==> config.mk <==
export PLATFORM = sky130hd
export DESIGN_NAME = fetch_pc_unit
export DESIGN_NICKNAME = d
export VERILOG_FILES = /design/src/rtl/fetch_pc_unit.sv
export SDC_FILE = /design/constraint.sdc
export NUM_CORES = 1
export LEC_CHECK = 0
export BUFFER_PORTS_ARGS = -buffer_cell sky130_fd_sc_hd__buf_2
export CAP_MARGIN = 20
export CORE_MARGIN = 2
export CORE_UTILIZATION = 26
export DETAILED_ROUTE_END_ITERATION = 8
export HOLD_SLACK_MARGIN = 0.15
export SYNTH_ARGS = -nofsm -noshare
export SYNTH_HDL_FRONTEND = slang
export SYNTH_SLANG_ARGS = --single-unit
==> constraint.sdc <==
create_clock -name clk -period 2.61 [get_ports clk]
set_input_delay 0 -clock clk [delete_from_list [all_inputs] [get_ports clk]]
set_output_delay 0 -clock clk [all_outputs]
set_load 0.02 [all_outputs]
==> src/rtl/fetch_pc_unit.sv <==
//==============================================================================
// Module      : fetch_pc_unit
// Description : Fetch-stage program-counter generator. Drives the address of a
//               synchronous-read instruction memory and presents decode with a
//               PC/valid pair aligned to the word returned by that memory.
//               Handles hazard stalls, taken-branch/jump redirects with
//               wrong-path squash, and keeps a saturating redirect counter.
// Revision    : 1.0 - initial release
//------------------------------------------------------------------------------
// Parameters
//   RESET_PC      first fetch address after reset (word aligned)
//   CNT_W         width of the redirect counter
// Ports
//   clk           in   rising-edge clock
//   rst           in   synchronous, active-high reset
//   stall         in   hazard hold; freezes fetch and decode-side registers
//   pcsel         in   execute-stage redirect (taken branch / JAL / JALR)
//   target        in   [31:0] redirect address from the ALU
//   imem_addr     out  [31:0] instruction-memory byte address (= pc_f)
//   pc_f          out  [31:0] PC currently being fetched
//   pc_d          out  [31:0] PC of the word now on the memory read port
//   valid_d       out  pc_d / instruction word are architecturally live
//   kill_d        out  combinational; decode squashes its current instruction
//   redirect_cnt  out  [CNT_W-1:0] accepted redirects, saturating
//   misalign      out  sticky misaligned-target flag
// Build options
//   MISALIGN_TRAP_EN  when defined, a redirect whose target has nonzero
//                     low bits sets the sticky misalign flag; otherwise the
//                     flag is constant 0 and no detection logic exists.
//==============================================================================
`default_nettype none

module fetch_pc_unit #(
  parameter logic [31:0] RESET_PC = 32'h4000_0000,
  parameter int          CNT_W    = 16
) (
  input  logic             clk,
  input  logic             rst,
  input  logic             stall,
  input  logic             pcsel,
  input  logic [31:0]      target,
  output logic [31:0]      imem_addr,
  output logic [31:0]      pc_f,
  output logic [31:0]      pc_d,
  output logic             valid_d,
  output logic             kill_d,
  output logic [CNT_W-1:0] redirect_cnt,
  output logic             misalign
);

  typedef enum logic [0:0] {
    ST_BOOT = 1'b0,
    ST_RUN  = 1'b1
  } state_t;

  localparam logic [CNT_W-1:0] C_CNT_ONE = {{(CNT_W-1){1'b0}}, 1'b1};
  localparam logic [31:0]      C_PC_INC  = 32'd4;

  state_t           r_state;
  state_t           w_state_nxt;
  logic [31:0]      r_pc_f;
  logic [31:0]      r_pc_d;
  logic             r_valid_d;
  logic [31:0]      w_pc_f_nxt;
  logic [31:0]      w_pc_d_nxt;
  logic             w_valid_d_nxt;
  logic [CNT_W-1:0] r_cnt;
  logic             w_redirect;
  logic [31:0]      w_target_al;

  // Low bits are dropped so the fetch PC can never become misaligned.
  assign w_target_al = {target[31:2], 2'b00};

  // A redirect is only honoured once memory data is live (RUN).
  assign w_redirect = pcsel & (r_state == ST_RUN);

  //--------------------------------------------------------------------------
  // State register
  //--------------------------------------------------------------------------
  always_ff @(posedge clk) begin
    if (rst) begin
      r_state <= ST_BOOT;
    end else begin
      r_state <= w_state_nxt;
    end
  end

  //--------------------------------------------------------------------------
  // Next-state and next-PC logic
  //--------------------------------------------------------------------------
  always_comb begin
    w_state_nxt   = r_state;
    w_pc_f_nxt    = r_pc_f;
    w_pc_d_nxt    = r_pc_d;
    w_valid_d_nxt = r_valid_d;
    case (r_state)
      ST_BOOT: begin
        // The reset PC was presented this cycle; its word arrives next cycle,
        // so fetch advances unconditionally and stall/pcsel are ignored.
        w_state_nxt   = ST_RUN;
        w_pc_f_nxt    = r_pc_f + C_PC_INC;
        w_pc_d_nxt    = r_pc_f;
        w_valid_d_nxt = 1'b1;
      end
      ST_RUN: begin
        if (pcsel) begin
          // Redirect beats stall. The word fetched at the old pc_f is on the
          // wrong path, so it lands in decode marked invalid.
          w_pc_f_nxt    = w_target_al;
          w_pc_d_nxt    = r_pc_f;
          w_valid_d_nxt = 1'b0;
        end else if (!stall) begin
          w_pc_f_nxt    = r_pc_f + C_PC_INC;
          w_pc_d_nxt    = r_pc_f;
          w_valid_d_nxt = 1'b1;
        end
      end
      default: begin
        w_state_nxt = ST_BOOT;
      end
    endcase
  end

  //--------------------------------------------------------------------------
  // PC / valid registers
  //--------------------------------------------------------------------------
  always_ff @(posedge clk) begin
    if (rst) begin
      r_pc_f    <= RESET_PC;
      r_pc_d    <= 32'h0000_0000;
      r_valid_d <= 1'b0;
    end else begin
      r_pc_f    <= w_pc_f_nxt;
      r_pc_d    <= w_pc_d_nxt;
      r_valid_d <= w_valid_d_nxt;
    end
  end

  //--------------------------------------------------------------------------
  // Saturating redirect counter
  //--------------------------------------------------------------------------
  always_ff @(posedge clk) begin
    if (rst) begin
      r_cnt <= '0;
    end else if (w_redirect && !(&r_cnt)) begin
      r_cnt <= r_cnt + C_CNT_ONE;
    end
  end

  //--------------------------------------------------------------------------
  // Misaligned-target detection
  //--------------------------------------------------------------------------
`ifdef MISALIGN_TRAP_EN
  logic r_misalign;

  always_ff @(posedge clk) begin
    if (rst) begin
      r_misalign <= 1'b0;
    end else if (w_redirect && (target[1:0] != 2'b00)) begin
      r_misalign <= 1'b1;
    end
  end

  assign misalign = r_misalign;
`else
  logic w_unused_tgt_lsb;

  assign w_unused_tgt_lsb = ^target[1:0];
  assign misalign         = 1'b0;
`endif

  //--------------------------------------------------------------------------
  // Outputs
  //--------------------------------------------------------------------------
  assign imem_addr    = r_pc_f;
  assign pc_f         = r_pc_f;
  assign pc_d         = r_pc_d;
  assign valid_d      = r_valid_d;
  assign kill_d       = w_redirect;
  assign redirect_cnt = r_cnt;

endmodule

`default_nettype wire

==> results.cfg <==
[power]
p_total_mw = 3.16
vdd_drop_max_v = 0.000319
powerDensity_nw_per_um2 = 584
total_leakage_power_nw = 2.33

[timing]
hold_viol = 0
layout_setup_ws_ns = 0.295
fmax_mhz = 432
rsz0062_at_grt = no
worst_slew_margin_rel_pct = 57.9
drv_slew = 0
finClkSkew_ns = 0.00879
fin_crit_sh_pct = 88.7
whs_ns = 0.182
layout_min_cycle_time_ns = 2.31
tightest_slew_ns = 0.628
setup_viol = 0
setup_tns_ns = 0

[worst_setup_path]
setup.worst_path.start = imem_addr[3]
cp_max_fo = 11
path_class = register to register
worst-r2r-cell-count = 8
crit_arrival_ns = 2.55
r2r-start = imem_addr[3]
critPathRequiredTime_ns = 2.85
end_kind = register
start_kind = register
rrSetupSlack_ns = 0.30
crit-reg2reg-capture = imem_addr[26]

[logic_synthesis]
seq_area_frac_synth_pct = 38.1
synth_cells = 498
syn_area_sq_um = 4090
synth_flop_cell = dfxtp_1
synth_cell_types = 63
syn_avg_cell_area_sq_um = 8.22
synth_edf_count = 0
synth_warnings = 0
ys_ff_latch = 78
synthArstFlopShare_pct = 0

[grt]
grtUsageMet1_pct = 18.9
antenna_found_initial = 0
grt_max_degree = 49
grt_pass1_vias = 3701
globalRouteTotalUtil_pct = 15.1
grt_overflow_total = 0
top_usage_layer = met2
met2_usage_pct = 25.0
grt_use_met3_pct = 4.13
grt_pass1_wl_mm = 19.6

[layout]
fillers = 1692
nets = 673
final_cells = 850
antenna_cells = 0
area_growth_pct = 32.0
drive_gt1_share_pct = 29.9

[clocking]
numCtsBuffers = 9
cts_setup_buffers = 0
path_clk_slew_ns = 0.06
cts_tree = built
clock-sinks = 78
insertion_delay_ns = 0.35
clk_path_buf_depth = 2
htree_levels = 3
cts-root-buf = clkbuf_16

[placed_design]
port_buffers = 141
dp_slack_ns = 0.676
placed_cells = 796
place_hpwl_mm = 8.70
gp_congestion = 0.780

[floorplanning]
core.rowCount = 45
dieArea_sq_um = 16800
dieHeight_um = 129
initial_core_util_pct = 26.7
coreArea_sq_um = 15300
die_w_um = 129
num_io_pins = 151

[job]
drv_cap = 0

[routing]
drt_iter0_drc = 189
drc_errors = 0
vias_per_cell = 4.64
wirelength_mm = 12.6
antenna_left = 0
drt_pass1_iterations = 4
num_vias = 3944
post_drt_wl_per_cell_um = 14.9

[worst_hold_path]
hp-start = pcsel
hold_end = imem_addr[24]
hold_class = input pin to register
whs_path_depth = 3

[status]
status = completed
-- layout make-up --
class | count | area (sq um) | area share (%)
sequential | 78 | 1560 | 28.9
tap | 211 | 264 | 4.89
clock buffer | 12 | 246 | 4.56
multi-input combinational | 351 | 2070 | 38.4
inverter | 6 | 22.5 | 0.417
timing repair buffer | 189 | 1160 | 21.5
clock inverter | 3 | 68.8 | 1.27
-- worst max-delay path by stage --
stage	end	depth (start not counted)
after floorplan	imem_addr[16]	7
after global placement	pc_d[14]	4
after CTS	imem_addr[26]	8
after global routing	imem_addr[26]	8
after detailed placement	imem_addr[24]	7
final	imem_addr[26]	8
-- report_power, final --
part | internal, mW | switching [mW] | leakage [nW] | total [mW]
Sequential | 1.25 | 0.0773 | 0.638 | 1.32
Combinational | 0.181 | 0.280 | 1.54 | 0.461
Clock | 0.861 | 0.512 | 0.153 | 1.37
-- per-layer routing --
metal | part of all wire, % | up-vias
met5 | 0 | -
met3 | 5.8 | 10
met2 | 47 | 107
met1 | 45 | 1844
met4 | 1.4 | 0
li1 | - | 1983
-- registers in the layout, summed over array words and instances (netlist names) --
signal / flops
pc_d: 30
r_state: 1
redirect_cnt: 16
valid_d: 1
imem_addr: 30
-- worst max-delay path: stages, from the launching register on --
cell           delay (ns)
dfxtp_1              0.43
ha_1                 0.29
nand4_2              0.19
nor3_2               0.15
buf_4                0.21
nand4_1              0.12
mux2i_1              0.18
o22ai_1              0.09
dlygate4sd3_1        0.56
-- logic make-up after synthesis --
family	count (synthesis)	share of synthesized area, %
AO/OA/AOI/OAI	108	16.6
XOR/XNOR	18	3.85
adder cells (fa/ha/maj)	2	0.611
buffers and inverters	75	11.8
flip-flops	78	38.1
multiplexers	8	1.96
other	1	0.0916
AND/OR/NAND/NOR	208	26.9
-- timing repair --
item	4_1_cts	5_1_grt
hold endpoints to repair	46	0
resized for setup	0	1
setup endpoints to repair	0	1
hold buffers	39	0
-- synth_stat cells (3+ instances only) --
master,count,share of area (%)
nand2_1,83,7.6
nand4_1,20,3.1
a221oi_1,3,0.64
a22o_1,4,0.86
nor2b_1,4,0.61
nor2_1,39,3.6
nor3_2,5,1.2
clkbuf_1,12,1.1
and2_1,3,0.46
and3_1,4,0.61
a211oi_1,6,1.1
nand3_1,15,1.8
a22oi_1,9,1.7
o21ai_0,17,2.1
and4_1,5,1.1
buf_4,43,7.9
buf_2,11,1.3
inv_1,5,0.46
o22ai_1,5,0.76
nor3_1,5,0.61
nand4_2,3,0.92
xnor2_1,6,1.3
a21oi_1,47,5.7
dfxtp_1,78,38
xor2_1,12,2.6
nor2_2,4,0.61
mux2i_1,8,2.0
-- metrics by stage --
step                      instance area [sq um]  util [%]
after floorplan                            4120         -
after global placement                     4700      30.7
after detailed placement                   4700      30.7
after CTS                                  5400      35.3
after global routing                       5400      35.3
final                                      5400      35.3
-- cells in the final DEF (no fill, tap or decap), drive strengths merged, types with 3 or more instances in the layout --
master,count
a221oi,3
clkbuf,12
a211oi,7
o21ai,19
and2,3
conb,7
inv,6
nor2,44
dfxtp,78
xor2,12
o22ai,5
and3,5
dlygate4sd3,39
mux2i,8
nor2b,4
nand2,84
nand4,24
a22o,4
xnor2,6
buf,150
nand3,16
nor3,10
a21oi,47
a22oi,9
and4,5
(Power assumes the default switching activity.)
